[config.mk]
export PLATFORM = sky130hd
export DESIGN_NAME = int_controller
export DESIGN_NICKNAME = d
export VERILOG_FILES = /design/src/rtl/int_controller.sv
export SDC_FILE = /design/constraint.sdc
export NUM_CORES = 1
export LEC_CHECK = 0
export CAP_MARGIN = 20
export CORE_MARGIN = 8
export CORE_UTILIZATION = 60
export CTS_CLUSTER_DIAMETER = 150
export DETAILED_ROUTE_END_ITERATION = 8
export DONT_BUFFER_PORTS = 1
export GPL_TIMING_DRIVEN = 0
export PLACE_DENSITY = 0.87
export SLEW_MARGIN = 0
export SYNTH_ARGS = -nofsm -noshare
export SYNTH_HDL_FRONTEND = slang
export SYNTH_SLANG_ARGS = --single-unit
[constraint.sdc]
create_clock -name clk -period 2.1 [get_ports clk]
set_input_delay 0.21 -clock clk [delete_from_list [all_inputs] [get_ports clk]]
set_output_delay 0.21 -clock clk [all_outputs]
set_load 0.03 [all_outputs]
[src/rtl/int_controller.sv]
// ---------------------------------------------------------------------------
// int_controller
//
// Purpose:
//   Interrupt controller that sits between the interrupt sources and the CPU
//   core. Each raw level source is synchronised and edge-detected, and every
//   rising edge is latched as pending. Pending sources are masked and
//   prioritised (bit 0 highest). One interrupt at a time is presented to the
//   CPU over an irq/ack/eoi handshake.
//
// Ports:
//   clk        in   system clock
//   reset      in   asynchronous, active-high reset
//   int_in     in   raw level sources: 0=t1, 1=t2, 2=uart_rx, 3=frameDrawn
//   mask_we    in   one-cycle write strobe for the mask register
//   mask_d     in   new mask value (1 = source enabled)
//   mask_q     out  current mask
//   pending_q  out  current pending bits (not masked)
//   irq        out  registered interrupt request to the CPU
//   irq_id     out  index of the presented source, valid while irq = 1
//   ack        in   CPU accepts the presented interrupt (one-cycle pulse)
//   eoi        in   end of interrupt (one-cycle pulse)
//   in_service out  high from the accepted ack until eoi
// ---------------------------------------------------------------------------
module int_controller #(
    parameter int               N_INT       = 4,
    parameter int               ID_W        = 2,
    parameter int               SYNC_STAGES = 2,
    parameter logic [N_INT-1:0] MASK_RESET  = {N_INT{1'b1}}
) (
    input  logic             clk,
    input  logic             reset,
    input  logic [N_INT-1:0] int_in,
    input  logic             mask_we,
    input  logic [N_INT-1:0] mask_d,
    output logic [N_INT-1:0] mask_q,
    output logic [N_INT-1:0] pending_q,
    output logic             irq,
    output logic [ID_W-1:0]  irq_id,
    input  logic             ack,
    input  logic             eoi,
    output logic             in_service
);

    typedef enum logic [1:0] {
        ST_IDLE    = 2'd0,
        ST_PRESENT = 2'd1,
        ST_SERVICE = 2'd2
    } state_t;

    state_t            state_q, state_d;
    logic [ID_W-1:0]   irq_id_q, irq_id_d;
    logic [N_INT-1:0]  sync_s;       // last flop of every synchroniser chain
    logic [N_INT-1:0]  delay_q;      // previous value of sync_s
    logic [N_INT-1:0]  rise;
    logic [N_INT-1:0]  clr;
    logic [N_INT-1:0]  pending_d;
    logic [N_INT-1:0]  cand;
    logic [ID_W-1:0]   sel;

    // ------------------------------------------------------------------
    // Per-source synchroniser chain and acknowledge-clear decode.
    // frameDrawn comes from the vga_clk domain, so every source gets the
    // same multi-flop chain for uniform latency.
    // ------------------------------------------------------------------
    genvar gi;
    generate
        for (gi = 0; gi < N_INT; gi++) begin : g_src
            logic [SYNC_STAGES-1:0] chain_q;

            always_ff @(posedge clk or posedge reset) begin
                if (reset) begin
                    chain_q <= '0;
                end else begin
                    chain_q[0] <= int_in[gi];
                    for (int j = 1; j < SYNC_STAGES; j++) begin
                        chain_q[j] <= chain_q[j-1];
                    end
                end
            end

            assign sync_s[gi] = chain_q[SYNC_STAGES-1];
            // Only an ack that meets a live request clears its source.
            assign clr[gi]    = ack & irq & (irq_id_q == ID_W'(gi));
        end
    endgenerate

    assign rise = sync_s & ~delay_q;

    // Set wins over clear: a new rise on the source being acked in the same
    // cycle keeps it pending, so that edge is never lost.
    assign pending_d = (pending_q & ~clr) | rise;

    // ------------------------------------------------------------------
    // Candidate selection: lowest enabled pending index wins.
    // ------------------------------------------------------------------
    assign cand = pending_q & mask_q;

    always_comb begin
        sel = '0;
        for (int i = N_INT - 1; i >= 0; i--) begin
            if (cand[i]) begin
                sel = ID_W'(i);
            end
        end
    end

    // ------------------------------------------------------------------
    // Request FSM, next-state logic.
    // ------------------------------------------------------------------
    always_comb begin
        state_d  = state_q;
        irq_id_d = irq_id_q;
        case (state_q)
            ST_IDLE: begin
                // irq is low here, so no ack can be accepted in this state.
                if (|cand) begin
                    state_d  = ST_PRESENT;
                    irq_id_d = sel;
                end
            end
            ST_PRESENT: begin
                // irq_id stays frozen; eoi is meaningless here.
                if (ack) begin
                    state_d = ST_SERVICE;
                end
            end
            ST_SERVICE: begin
                if (eoi) begin
                    state_d = ST_IDLE;
                end
            end
            default: begin
                state_d = ST_IDLE;
            end
        endcase
    end

    // ------------------------------------------------------------------
    // State, pending, edge-detect and mask registers.
    // ------------------------------------------------------------------
    always_ff @(posedge clk or posedge reset) begin
        if (reset) begin
            state_q   <= ST_IDLE;
            irq_id_q  <= '0;
            delay_q   <= '0;
            pending_q <= '0;
            mask_q    <= MASK_RESET;
        end else begin
            state_q   <= state_d;
            irq_id_q  <= irq_id_d;
            delay_q   <= sync_s;
            pending_q <= pending_d;
            if (mask_we) begin
                mask_q <= mask_d;
            end
        end
    end

    // Outputs come straight from the state register, so they are glitch-free.
    assign irq        = (state_q == ST_PRESENT);
    assign in_service = (state_q == ST_SERVICE);
    assign irq_id     = irq_id_q;

endmodule

==> flow_metrics.py, run 1 <==
metrics = {
    "run_status": {
        "status": "complete, no violations",
    },
    "sta": {
        "rsz0062_at_grt": "false",
        "fmaxAchievable_ghz": 0.663,
        "drv_slew": 0,
        "hold_viol": 0,
        "skew_ns": 0.00596,
        "worst_pin_slew_ns": 0.835,
        "fin_crit_sh_pct": 71.8,
        "min_period_ns": 1.51,
        "relSlewSlack_pct": 44.3,
        "setup-violations-final": 0,
        "tns_ns": 0,
    },
    "worst_setup_path": {
        "critPathRequiredTime_ns": 1.89,
        "crit_type": "register to output pin",
        "crit_fanout": 6,
        "regToRegSetupSlack_ns": 0.69,
        "worst_setup_path_end_kind": "output pin",
        "cp-start-kind": "register",
        "arrival_ns": 1.30,
    },
    "power": {
        "intPower_mw": 0.748,
        "cellPowerDensity_mw_per_mm2": 1310,
        "power.switching_mw": 0.488,
        "p_comb_share_pct": 21.4,
        "leakage_nw": 0.428,
        "p_clk_share_pct": 15.8,
        "p_sw_share_pct": 39.5,
        "vdd_ir_drop_max_v": 0.000741,
        "seqPwrFrac_pct": 62.8,
    },
    "synth": {
        "synth-seq-area-share_pct": 71.9,
        "syn_inst": 61,
        "netlist_area_sq_um": 842,
        "syn_nets": 74,
        "ys_types": 21,
        "yosys_warnings": 0,
        "ys_ff_latch": 24,
        "syn-mean-instance-area_sq_um": 13.8,
    },
    "cts": {
        "clk_pin_slew_ns": 0.12,
        "clockBufferDepth": 2,
        "cts_max_level": 1,
        "insertion_delay_ns": 0.30,
        "cts_made_buffers": 3,
        "cts_root_buffer": "clkbuf_4",
        "cts.sinks": 24,
        "post-cts-setup-buffers": 0,
        "cts_tree": "yes",
    },
    "global_routing": {
        "antenna_found_initial": 0,
        "grt_util_all_layers_pct": 12.2,
        "gr-total-overflow": 0,
        "grt_pass1_vias": 560,
        "grt_pass1_wl_mm": 2.53,
        "grt_max_degree": 25,
    },
    "floorplan": {
        "rows": 13,
        "ios": 25,
        "dieWidth_microns": 53.5,
        "initial_core_util_pct": 64.7,
        "dieArea_sq_mm": 0.00286,
        "fp.dieH_microns": 53.5,
        "core-area_sq_mm": 0.00130,
    },
    "finish": {
        "finish.instance_area_sq_um": 947,
        "nets": 85,
        "drive_above_1_share_pct": 19.7,
        "diodes": 0,
        "syn_to_final_growth_pct": 12.5,
    },
    "routing": {
        "dr_wl_met3_microns": 201,
        "vias": 509,
        "drtIter0Drc": 5,
        "wl_per_cell_microns": 17.5,
        "routed_wl_mm": 1.50,
        "met2WireLength_microns": 731,
        "drt-pass1-iter-count": 4,
        "highest-signal-layer": "met4",
        "final_antenna_net_count": 0,
        "wirelength_met1_microns": 539,
        "via_per_inst": 5.92,
        "drc_errors": 0,
    },
    "worst_hold_path": {
        "hold_class": "input port to register",
    },
    "run": {
        "drv_cap": 0,
    },
    "place": {
        "port_buffers": 0,
        "place_congestion": 0.702,
        "placed_cell_area_sq_um": 861,
    },
}
per-stage QoR:
stage | hold slack (ns) | util, % | total power, mW | cells | setup slack, ns
after global placement | 0.242 | 66.2 | 1.02 | 76 | 0.743
final | 0.0513 | 72.8 | 1.24 | 86 | 0.593
after global routing | 0.0212 | 72.8 | 1.31 | 86 | 0.511
after CTS | 0.00477 | 72.0 | 1.25 | 85 | 0.589
after detailed placement | 0.242 | 66.2 | 1.05 | 76 | 0.696
after floorplan | 0.222 | - | 0.971 | 61 | 0.826
routing by layer:
metal / vias to the layer above / track usage [%]
met5: - / 0
met4: 0 / 6.30
met3: 6 / 8.12
met2: 26 / 18.9
met1: 248 / 12.2
li1: 229 / -
flip-flops by register name (all words and copies together) (netlist names):
register / cells
g_src.chain_q: 8
delay_q: 4
mask_q: 4
pending_q: 4
irq_id: 2
state_q: 2
cell type report:
class                      instances  area, sq um
clock buffer                       4         26.3
fill                             100          354
inverter                           8         30.0
multi-input combinational         29          206
sequential                        24          606
tap                               15         18.8
timing repair buffer               6         60.1
cells in the final DEF (no fill, tap or decap):
cell,synthesis,final
dfrtp_1,20,20
inv_1,8,8
o21ai_0,6,6
dlygate4sd3_1,0,6
mux2_2,4,4
dfstp_2,4,4
nand2_1,3,3
clkbuf_4,0,3
a21oi_1,2,2
nor2_1,1,1
a31o_2,1,1
mux2i_1,1,1
a22oi_1,1,1
nor3_1,1,1
a2bb2oi_1,1,1
or2b_2,1,1
nand3b_1,1,1
nand4b_1,1,1
or3_1,1,1
a22o_1,1,1
o31ai_1,1,1
and2b_2,1,1
a221o_1,1,1
clkbuf_1,0,1
logic make-up after synthesis:
family,synth area share (%)
buffers and inverters,3.57
AO/OA/AOI/OAI,10.8
flip-flops,71.9
AND/OR/NAND/NOR,7.13
multiplexers,6.54
worst max-delay path: stages, from the launching register on:
cell and delay (ns):
dfrtp_1 0.45, or2b_2 0.32, inv_1 0.22
what timing repair did:
| item | in CTS | in global routing |
|---|---|---|
| hold buffers | 5 | 1 |
| resized for setup | 0 | 0 |
| hold endpoints to repair | 24 | 1 |
power by group through the flow:
stage | Clock, mW | Sequential [mW] | Combinational (mW)
after floorplan | 0 | 0.750 | 0.221
after global placement | 0 | 0.780 | 0.243
after detailed placement | 0 | 0.791 | 0.257
after CTS | 0.200 | 0.781 | 0.265
after global routing | 0.224 | 0.795 | 0.291
final | 0.195 | 0.776 | 0.265
cells in the mapped netlist (all sizes together):
cell | count | area (sq um)
dfrtp | 20 | 500
inv | 8 | 30.0
o21ai | 6 | 30.0
dfstp | 4 | 105
mux2 | 4 | 45.0
nand2 | 3 | 11.3
a21oi | 2 | 10.0
a221o | 1 | 10.0
a22o | 1 | 8.76
a22oi | 1 | 7.51
a2bb2oi | 1 | 8.76
a31o | 1 | 8.76
and2b | 1 | 8.76
mux2i | 1 | 10.0
nand3b | 1 | 7.51
nand4b | 1 | 8.76
nor2 | 1 | 3.75
nor3 | 1 | 5.00
o31ai | 1 | 7.51
or2b | 1 | 8.76
or3 | 1 | 6.26
final timing paths:
check,from,endpoint,cells after the start
setup / recovery,state_q[0]$_DFFE_PP0P_,in_service,2
hold / removal,mask_d[1],mask_q[1]$_DFFE_PP1P_,1
setup reg to reg,irq_id[0]$_DFFE_PP0P_,pending_q[1]$_DFF_PP0_,3
hold reg to reg,g_src[0].chain_q[0]$_DFF_PP0_,g_src[0].chain_q[1]$_DFF_PP0_,0
max in group asynchronous,reset,state_q[1]$_DFFE_PP0P_,2
min in group asynchronous,reset,g_src[0].chain_q[0]$_DFF_PP0_,2
(Power assumes the default switching activity.)
==> run 2: changes to the inputs <==
--- a/config.mk
+++ b/config.mk
@@ -7,12 +7,12 @@
 export LEC_CHECK = 0
 export CAP_MARGIN = 20
 export CORE_MARGIN = 8
-export CORE_UTILIZATION = 60
+export CORE_UTILIZATION = 52
 export CTS_CLUSTER_DIAMETER = 150
 export DETAILED_ROUTE_END_ITERATION = 8
 export DONT_BUFFER_PORTS = 1
 export GPL_TIMING_DRIVEN = 0
-export PLACE_DENSITY = 0.87
+export PLACE_DENSITY = 0.81
 export SLEW_MARGIN = 0
 export SYNTH_ARGS = -nofsm -noshare
 export SYNTH_HDL_FRONTEND = slang
==> constraint.sdc (replaced) <==
create_clock -name clk -period 1.3 [get_ports clk]
set_input_delay 0.13 -clock clk [delete_from_list [all_inputs] [get_ports clk]]
set_output_delay 0.13 -clock clk [all_outputs]
set_load 0.03 [all_outputs]
==> run 2 against run 1 <==
The flow now finishes with violations (setup timing). Combinational power grew 73%. Clock skew grew 0.0082 ns. Count of clock-buffer cells in the layout is the same. Global-route usage shrank 1.7 points. Clock power grew 66%. Die area grew 11%. Non-clock buffer count grew 5. Largest cell class unchanged.
==> flow_metrics.py, run 2 (synthesis gave the netlist of run 1 again) <==
metrics = {
    "sta": {
        "skew_ns": 0.0141,
        "relSlewSlack_pct": 42.7,
        "fin_ws_ns": -0.0115,
        "worst_pin_slew_ns": 0.859,
        "rsz0062_at_grt": "true",
        "fmaxAchievable_ghz": 0.762,
        "min_period_ns": 1.31,
        "tns_ns": -0.0115,
        "drv_slew": 0,
        "setup-violations-final": 1,
        "hold_viol": 0,
        "fin_crit_sh_pct": 101,
    },
    "power": {
        "leakage_nw": 0.438,
        "power.switching_mw": 0.804,
        "vdd_ir_drop_max_v": 0.00111,
        "cellPowerDensity_mw_per_mm2": 2030,
        "p_clk_share_pct": 15.8,
        "intPower_mw": 1.24,
        "p_sw_share_pct": 39.3,
        "seqPwrFrac_pct": 61.8,
        "p_comb_share_pct": 22.4,
    },
    "floorplan": {
        "fp.dieH_microns": 56.2,
        "ios": 25,
        "initial_core_util_pct": 55.9,
        "rows": 14,
        "dieArea_sq_mm": 0.00316,
        "dieWidth_microns": 56.2,
        "core-area_sq_mm": 0.00151,
    },
    "worst_setup_path": {
        "cp-startpoint": "state_q[0]$_DFFE_PP0P_",
        "reg2regPathDepth": 3,
        "slowest_stage": "dfrtp_2",
        "r2r_start": "mask_q[3]$_DFFE_PP1P_",
        "endpoint": "in_service",
        "cp_num_cells": 2,
        "arrival_ns": 1.18,
        "crit_family": "flip-flops",
        "crit_fanout": 6,
        "regToRegSetupSlack_ns": 0.01,
        "crit_type": "register to output pin",
        "critPathRequiredTime_ns": 1.17,
        "crit_chain": "or2b_4 > clkinvlp_4",
        "timing.rr.end": "irq_id[1]$_DFFE_PP0P_",
        "path_buf_inv": 1,
        "cp-start-kind": "register",
        "slowest_delay_ns": 0.46,
        "worst_setup_path_end_kind": "output pin",
    },
    "global_routing": {
        "grt_max_degree": 25,
        "grt_util_all_layers_pct": 10.5,
        "grt_pass1_vias": 600,
        "antenna_found_initial": 0,
        "grt_pass1_wl_mm": 2.73,
        "gr-total-overflow": 0,
    },
    "finish": {
        "largest_reg_flops": 8,
        "nets": 90,
        "layout_commonest_cell": "dfrtp_1",
        "diodes": 0,
        "drive_above_1_share_pct": 23.7,
        "layout.cells.non_filler": 92,
        "regMostFlops": "g_src.chain_q",
        "syn_to_final_growth_pct": 19.8,
        "final_cell_mix": "dfrtp_1 (17), dlygate4sd3_1 (11), inv_1 (7), o21ai_0 (6)",
    },
    "cts": {
        "cts_tree": "yes",
        "clk_pin_slew_ns": 0.13,
        "post-cts-setup-buffers": 0,
        "clockBufferDepth": 2,
        "cts_max_level": 1,
        "insertion_delay_ns": 0.31,
        "cts_made_buffers": 3,
        "cts_root_buffer": "clkbuf_4",
        "cts.sinks": 24,
    },
    "routing": {
        "drc_errors": 0,
        "vias": 514,
        "via_per_inst": 5.59,
        "final_antenna_net_count": 0,
        "drt-pass1-iter-count": 4,
        "routed_wl_mm": 1.61,
        "wl_per_cell_microns": 17.5,
        "drtIter0Drc": 4,
    },
    "run_status": {
        "violations": "setup timing",
        "status": "finished with violations",
    },
    "place": {
        "dp_hpwl_mm": 1.10,
        "port_buffers": 0,
        "place_congestion": 0.797,
        "dp.cells": 77,
    },
    "run": {
        "drv_cap": 0,
    },
    "worst_hold_path": {
        "hold_class": "input port to register",
    },
}
-- run 2: cell count changes in the layout (fill, tap and decap cells not counted), sizes merged --
cell	previous run	this run
dlygate4sd3	6	11
clkinvlp	0	1
inv	8	7
-- run 2: worst register-to-register path, delay by kind of cell, from the launching register on --
family	cells	cell delay (ns)
AO/OA/AOI/OAI	2	0.33
flip-flops	1	0.66
AND/OR/NAND/NOR	1	0.24
-- run 2: layer usage --
metal  up-vias  global-route usage (%)  share of wire (%)
met5         -                       0                  0
li1        238                       -                  -
met2        17                    17.7                 52
met3         4                    3.88                6.8
met4         0                    7.22                1.8
met1       255                    10.4                 39
-- run 2: final cells by class --
cell class              instances  area (sq um)
well taps                      16          20.0
repair buffers                 11           110
flip-flops and latches         24           609
fillers                       112           498
inverters                       8          33.8
multi-input cells              29           209
clock buffers                   4          26.3
-- run 2: timing repair --
item / CTS / global route
setup endpoints to repair: 3 / 5
resized for setup: 3 / 2
hold endpoints to repair: 29 / 0
hold buffers: 11 / 0
-- run 2: metrics by stage --
stage	hold slack (ns)	setup WS (ns)	utilization (%)	total power [mW]	instance area, sq um
after floorplan	0.142	0.0259	-	1.57	842
after global placement	0.161	-0.0638	57.2	1.65	862
final	0.00787	-0.0115	66.9	2.04	1010
after CTS	0.00423	-0.0218	66.8	2.05	1010
after global routing	0.0177	-0.0647	66.9	2.16	1010
after detailed placement	0.162	-0.0978	57.2	1.68	862
-- run 2: worst min-delay path by stage --
stage | startpoint | endpoint | slack (ns) | cells after the start
6_report | ack | state_q[0]$_DFFE_PP0P_ | 0.008 | 2
5_1_grt | ack | state_q[0]$_DFFE_PP0P_ | 0.02 | 2
4_1_cts | ack | state_q[0]$_DFFE_PP0P_ | 0.004 | 2
3_5_place_dp | int_in[2] | g_src[2].chain_q[0]$_DFF_PP0_ | 0.16 | 0
3_3_place_gp | int_in[1] | g_src[1].chain_q[0]$_DFF_PP0_ | 0.16 | 0
2_1_floorplan | reset | delay_q[0]$_DFF_PP0_ | 0.14 | 1
-- run 2: power groups by stage --
stage	logic (mW)	clock network [mW]	registers, mW
global placement	0.390	0	1.26
detailed placement	0.415	0	1.27
finish	0.458	0.323	1.26
floorplan	0.358	0	1.21
global route	0.516	0.354	1.29
CTS	0.463	0.335	1.26
